File: src/rtl/evt_inc_pkg.sv
// Shared definitions for the event front-end: counted-edge encodings and
// the helper that decides whether an accepted transition is counted.
package evt_inc_pkg;

    localparam int EDGE_RISE = 0;
    localparam int EDGE_FALL = 1;
    localparam int EDGE_BOTH = 2;

    // new_lvl is the level just accepted, so 1 means a 0->1 transition
    function automatic logic edge_match(input int sel, input logic new_lvl);
        logic hit;
        case (sel)
            EDGE_RISE: hit = new_lvl;
            EDGE_FALL: hit = ~new_lvl;
            default:   hit = 1'b1;
        endcase
        return hit;
    endfunction

endpackage

File: src/rtl/evt_inc_if.sv
// Event-side signal bundle: raw event, enable and clear toward the front-end,
// counted pulse and filtered level back out.
interface evt_inc_if;
    logic evt;
    logic en;
    logic clr;
    logic inc;
    logic lvl;

    modport master (output evt, en, clr, input inc, lvl);
    modport slave  (input evt, en, clr, output inc, lvl);
endinterface

File: src/rtl/evt_inc_sync_ff.sv
// Reset-to-0 multi-flop synchronizer for a single asynchronous bit.
module evt_inc_sync_ff #(
    parameter int SYNC = 2
) (
    input  logic clk,
    input  logic rst_n,
    input  logic d,
    output logic q
);

    logic [SYNC-1:0] chain_reg;

    always_ff @(posedge clk or negedge rst_n) begin
        if (!rst_n) begin
            chain_reg <= '0;
        end else begin
            chain_reg <= {chain_reg[SYNC-2:0], d};
        end
    end

    assign q = chain_reg[SYNC-1];

endmodule

File: src/rtl/evt_inc.sv
// Event front-end: synchronize, glitch-filter, pick the counted edge and
// prescale into one-cycle inc pulses for the downstream counter.
module evt_inc
    import evt_inc_pkg::*;
#(
    parameter int SYNC = 2,
    parameter int FILT = 4,
    parameter int DIV  = 1,
    parameter int EDGE = EDGE_RISE
) (
    input  logic      clk,
    input  logic      rst_n,
    evt_inc_if.slave  bus
);

    localparam int FW = $clog2(FILT + 1);
    localparam int PW = (DIV > 1) ? $clog2(DIV) : 1;
    localparam logic [FW-1:0] FCNT_LAST = FW'(FILT - 1);
    localparam logic [PW-1:0] PCNT_LAST = PW'(DIV - 1);

    logic          s;
    logic          lvl_reg, lvl_next;
    logic [FW-1:0] fcnt_reg, fcnt_next;
    logic [PW-1:0] pcnt_reg, pcnt_next;
    logic          inc_reg, inc_next;
    logic          accept;
    logic          qual;

    evt_inc_sync_ff #(.SYNC(SYNC)) u_sync (
        .clk   (clk),
        .rst_n (rst_n),
        .d     (bus.evt),
        .q     (s)
    );

    // A level is taken only after FILT consecutive cycles of disagreement
    always_comb begin
        lvl_next  = lvl_reg;
        fcnt_next = fcnt_reg;
        accept    = 1'b0;
        if (s == lvl_reg) begin
            fcnt_next = '0;
        end else if (fcnt_reg == FCNT_LAST) begin
            lvl_next  = s;
            fcnt_next = '0;
            accept    = 1'b1;
        end else begin
            fcnt_next = fcnt_reg + 1'b1;
        end
    end

    assign qual = accept && edge_match(EDGE, lvl_next);

    // Clear wins over a coincident edge; disabled edges leave the phase alone
    always_comb begin
        pcnt_next = pcnt_reg;
        inc_next  = 1'b0;
        if (bus.clr) begin
            pcnt_next = '0;
        end else if (qual && bus.en) begin
            if (pcnt_reg == PCNT_LAST) begin
                inc_next  = 1'b1;
                pcnt_next = '0;
            end else begin
                pcnt_next = pcnt_reg + 1'b1;
            end
        end
    end

    always_ff @(posedge clk or negedge rst_n) begin
        if (!rst_n) begin
            lvl_reg  <= 1'b0;
            fcnt_reg <= '0;
            pcnt_reg <= '0;
            inc_reg  <= 1'b0;
        end else begin
            lvl_reg  <= lvl_next;
            fcnt_reg <= fcnt_next;
            pcnt_reg <= pcnt_next;
            inc_reg  <= inc_next;
        end
    end

    assign bus.inc = inc_reg;
    assign bus.lvl = lvl_reg;

endmodule

File: src/flat_wrapper.sv
// flat-port wrapper written by rule: the top's interface ports become plain ports
module evt_inc_flat import evt_inc_pkg::*;
#(
    parameter int SYNC = 2,
    parameter int FILT = 4,
    parameter int DIV  = 1,
    parameter int EDGE = EDGE_RISE
)
  (clk, rst_n, bus_evt, bus_en, bus_clr, bus_inc, bus_lvl);
  evt_inc_if bus_i ();
  input  logic clk;
  input  logic rst_n;
  input wire logic [$bits(bus_i.evt)-1:0] bus_evt;
  input wire logic [$bits(bus_i.en)-1:0] bus_en;
  input wire logic [$bits(bus_i.clr)-1:0] bus_clr;
  output wire logic [$bits(bus_i.inc)-1:0] bus_inc;
  output wire logic [$bits(bus_i.lvl)-1:0] bus_lvl;
  assign bus_i.evt = bus_evt;
  assign bus_i.en = bus_en;
  assign bus_i.clr = bus_clr;
  assign bus_inc = bus_i.inc;
  assign bus_lvl = bus_i.lvl;
  evt_inc #(.SYNC(SYNC), .FILT(FILT), .DIV(DIV), .EDGE(EDGE)) u_core (.clk(clk), .rst_n(rst_n), .bus(bus_i));
endmodule
File: config.mk
export PLATFORM = sky130hd
export DESIGN_NAME = evt_inc_flat
export DESIGN_NICKNAME = d
export VERILOG_FILES = /design/src/rtl/evt_inc_pkg.sv /design/src/rtl/evt_inc_if.sv /design/src/rtl/evt_inc_sync_ff.sv /design/src/rtl/evt_inc.sv /design/src/flat_wrapper.sv
export SDC_FILE = /design/constraint.sdc
export NUM_CORES = 1
export LEC_CHECK = 0
export BUFFER_PORTS_ARGS = -buffer_cell sky130_fd_sc_hd__clkbuf_2
export CORE_AREA = 2 2 39 41
export CTS_BUF_LIST = sky130_fd_sc_hd__clkbuf_16
export DETAILED_ROUTE_END_ITERATION = 10
export DIE_AREA = 0 0 41 43
export PLACE_DENSITY = 0.38
export SETUP_SLACK_MARGIN = 0.02
export SYNTH_ARGS = -nofsm -noshare
export SYNTH_HDL_FRONTEND = slang
export SYNTH_SLANG_ARGS = --single-unit
File: constraint.sdc
create_clock -name clk -period 1.8 [get_ports clk]
set_input_delay 0.45 -clock clk [delete_from_list [all_inputs] [get_ports clk]]
set_output_delay 0.45 -clock clk [all_outputs]
set_load 0.01 [all_outputs]
# Word-level counts from Yosys, hierarchy flattened
# Index checks and enable logic that the tools add are counted.
[totals]
wordCells = 24
regBits = 8
[classes]
n_mux = 12
addsub = 2
n_eq_ne = 2
n_reduce_logical = 3
[ops]
columns = ["operator", "n"]
rows = [
  ["1-bit 2-to-1 mux", 10],
  ["3-bit 2-to-1 mux", 2],
  ["3-bit by 1-bit adder with 3-bit output (second input constant)", 1],
  ["3-bit by 2-bit == test with 1-bit output (second input constant)", 1],
  ["1-bit logical AND", 2],
  ["2-bit nonzero test", 1],
  ["1-bit adder (second input constant)", 1],
  ["1-bit == test", 1],
]

# Depth between registers and ports, before layout
[depth]
word_depth = 7
mapped_depth = 3

# Modules after synthesis
# Synthesis repeated with hierarchy kept, for this count alone.
[unflattened]
cells_unflattened = 16
area_unflattened_um2 = 266.5
[modules_own_cells]
columns = ["mod", "cells_per_inst", "area_each_um2", "seq_area_each_um2", "n_inst"]
rows = [
  ["evt_inc", 14, 216.5, 125.1, 1],
  ["evt_inc_sync_ff", 2, 50.0, 50.0, 1],
]

# Worst setup path before layout
# No wires, ideal clock.
[synth_timing]
kind = "reg-to-reg"
startpoint = "register u_core.fcnt_reg[0]"
endpoint = "register u_core.lvl_reg (netlist: u_core.bus.lvl)"
t_required_ps = 1675
path_stages_with_launch = 4
t_arrival_ps = 974
synth_period_minus_slack_ps = 1099
setup_slack_ps = 701
path_cell_list = "dfrtp_1 > ha_1 > nor2b_4 > mux2_2"
[synth_via]
elab_chain_cells = 3
[synth_lines]
columns = ["item", "line", "rtl"]
rows = [
  ["start, declared", "evt_inc.sv:23", "logic [FW-1:0] fcnt_reg, fcnt_next;"],
  ["start signal, assigned", "evt_inc.sv:78", "fcnt_reg <= fcnt_next;"],
  ["3-bit by 2-bit == test with 1-bit output", "evt_inc.sv:43", "end else if (fcnt_reg == FCNT_LAST) begin"],
  ["1-bit 2-to-1 mux", "evt_inc.sv:43", ""],
  ["1-bit 2-to-1 mux", "evt_inc.sv:41", "if (s == lvl_reg) begin"],
  ["via u_core.lvl_next", "evt_inc.sv:22", "logic lvl_reg, lvl_next;"],
  ["end signal, assigned", "evt_inc.sv:77", "lvl_reg <= lvl_next;"],
  ["end, declared", "evt_inc.sv:22", ""],
]
# The timed path passes the listed nets, and every way through them passes these cells.
# A chain may end at the register's enable or synchronous reset.

# Worst setup path after layout
[layout_timing]
startpoint = "register u_core.lvl_reg (netlist: u_core.bus.lvl)"
endpoint = "output bus_lvl"
[layout_rtl]
columns = ["item", "line", "rtl"]
rows = [
  ["end, declared", "flat_wrapper.sv:17", "output wire logic [$bits(bus_i.lvl)-1:0] bus_lvl;"],
]
# No word-level cell between the ends.

==> impl_metrics.env <==
export IMPL_fin_crit_ns=1.219
export IMPL_grt_max_degree=8
export IMPL_ys_seq_area_share_pct=67.63
export IMPL_ys_flop_type="dfrtp_1"
export IMPL_drc=0
export IMPL_ir_drop_v=0.0007956
export IMPL_most_common_layout_cells="dfrtp_1 (7), clkbuf_2 (6), clkbuf_16 (3)"
export IMPL_core_area_um2=1384
export IMPL_timing_rr_start="u_core.fcnt_reg[0]"
export IMPL_cts_setup_buffers=0
export IMPL_nets=33
export IMPL_cts_path_max_buffers=2
export IMPL_path_max_fanout=4
export IMPL_yosys_register_bits=7
export IMPL_ys_warn_count=0
export IMPL_fin_tns_setup_ns=0
export IMPL_diodes=0
export IMPL_synth_top_area_share_pct=67.63
export IMPL_max_cap_violations=0
export IMPL_grt_pass1_wl_um=841
export IMPL_max_freq_mhz=820.2
export IMPL_critPathMaxStageDelay_ns=0.40
export IMPL_syn_instance_count=16
export IMPL_final_common_cell="dfrtp_1"
export IMPL_area_growth_pct=49.76
export IMPL_clock_skew_final_ns=0.001509
export IMPL_status="completed"
export IMPL_cp_num_buf_inv=1
export IMPL_synth_edf_count=0
export IMPL_start_util_pct=18.72
export IMPL_grt_pass1_vias=180
export IMPL_critPathLaunch="u_core.bus.lvl"
export IMPL_ys_top_cells_by_area="dfrtp_1 (68%), nor2b_4 (5.3%), ha_1 (4.8%)"
export IMPL_p_per_area_nw_per_um2=1782
export IMPL_p_leak_nw=0.1884
export IMPL_path_cells="clkbuf_2"
export IMPL_die_height_um=43
export IMPL_critPathArrivalTime_ns=0.77
export IMPL_rows=14
export IMPL_drv_slew=0
export IMPL_syn_nets=22
export IMPL_path_clk_slew_ns=0.04
export IMPL_critPathTopFamily="flip-flops"
export IMPL_detail_route_wl_per_cell_um=10.86
export IMPL_grt_overflow=0
export IMPL_ff2ff_path_depth=3
export IMPL_ant_nets=0
export IMPL_grt_use_total_pct=8.081
export IMPL_synth_top_area_cell="dfrtp_1"
export IMPL_port_buffers=6
export IMPL_antenna_found_initial=0
export IMPL_crit_cells=1
export IMPL_pin_count=7
export IMPL_cpMaxStageDelayCell="dfrtp_1"
export IMPL_htree_levels=1
export IMPL_dr_first_iter_drc_count=2
export IMPL_die_x_um=41
export IMPL_hold_viol_final=0
export IMPL_async_flop_share_pct=100.0
export IMPL_relSlewSlack_pct=78.51
export IMPL_worstPathRequired_ns=1.35
export IMPL_path_class="reg -> out"
export IMPL_die_area_um2=1763
export IMPL_place_congestion=0.6481
export IMPL_cts_sinks=7
export IMPL_cp_end_kind="output pin"
export IMPL_drt_wl_total_um=456
export IMPL_drive_gt1_share_pct=46.15
export IMPL_avgSynthCellArea_um2=16.19
export IMPL_drtPass1Iterations=2
export IMPL_vias_per_cell=3.881
export IMPL_worstHoldPathType="in -> async"
export IMPL_tritoncts="built"
export IMPL_ctsHoldBuffers=0
export IMPL_clockRootBuffer="clkbuf_16"
export IMPL_tightestPinTransition_ns=0.3200
export IMPL_cts_resized=0
export IMPL_start_kind="flip-flop"
export IMPL_layout_setup_ws_ns=0.5807
export IMPL_final_util_pct=28.03
export IMPL_setup_viol=0
export IMPL_p_total_mw=0.6911
export IMPL_timing_hold_ws_ns=0.05017
export IMPL_vias=163
export IMPL_numCtsBuffers=3
export IMPL_synth_cell_types=10
export IMPL_post_route_period_util_pct=67.74
export IMPL_netlist_area_um2=259.0
export IMPL_rsz0062_at_grt="no"
export IMPL_largest_reg_flops=3
export IMPL_clk_latency_ns=0.23
export IMPL_yosysMostFrequentCell="dfrtp_1"
export IMPL_pre_cts_ws_ns=0.6393
export IMPL_hpwl_um=306.4
==> kinds of logic (layout without fill, tap and decap cells) <==
group         Yosys count  in the layout  synth area share (%)
xor+xnor                1              1                 3.382
fa+ha+maj               1              1                 4.830
buf+inv                 0             10                     0
flops                   7              7                 67.63
mux                     1              1                 4.348
simple gates            6              6                 19.80
==> final timing paths <==
check / to / slack (ns)
setup / recovery: bus_lvl / 0.58
hold / removal: u_core.bus.lvl / 0.05
setup reg to reg: u_core.bus.lvl / 0.64
hold reg to reg: u_core.u_sync.chain_reg[1] / 0.36
max in group asynchronous: u_core.bus.inc / 1.59
min in group clk: u_core.u_sync.chain_reg[0] / 0.33
==> area by class of cell <==
class                      count  area [um^2]
clock inverter                 1        3.754
fill                         149        996.0
clock buffer                   3        75.07
sequential                     7        175.2
tap                           16        20.02
multi-input combinational      9        83.83
timing repair buffer           6        30.03
==> per-stage QoR <==
step / area [um^2] / cells
after global routing: 387.9 / 42
after floorplan: 259.0 / 16
after CTS: 387.9 / 42
after global placement: 309.0 / 38
after detailed placement: 309.0 / 38
final: 387.9 / 42
==> power breakdown <==
part	leakage, nW	total (mW)	switching [mW]	internal, mW
Clock	0.0423	0.372	0.0833	0.289
Combinational	0.0571	0.106	0.0474	0.0590
Sequential	0.0890	0.212	0.0220	0.190
==> layer usage <==
metal	part of all wire, %	global-route usage (%)	wire (um)
met2	45	9.063	207
met4	0	4.000	0
met1	44	8.852	202
met3	10	9.424	46
met5	0	0	0
No activity file was read; power rests on OpenSTA's default activity.
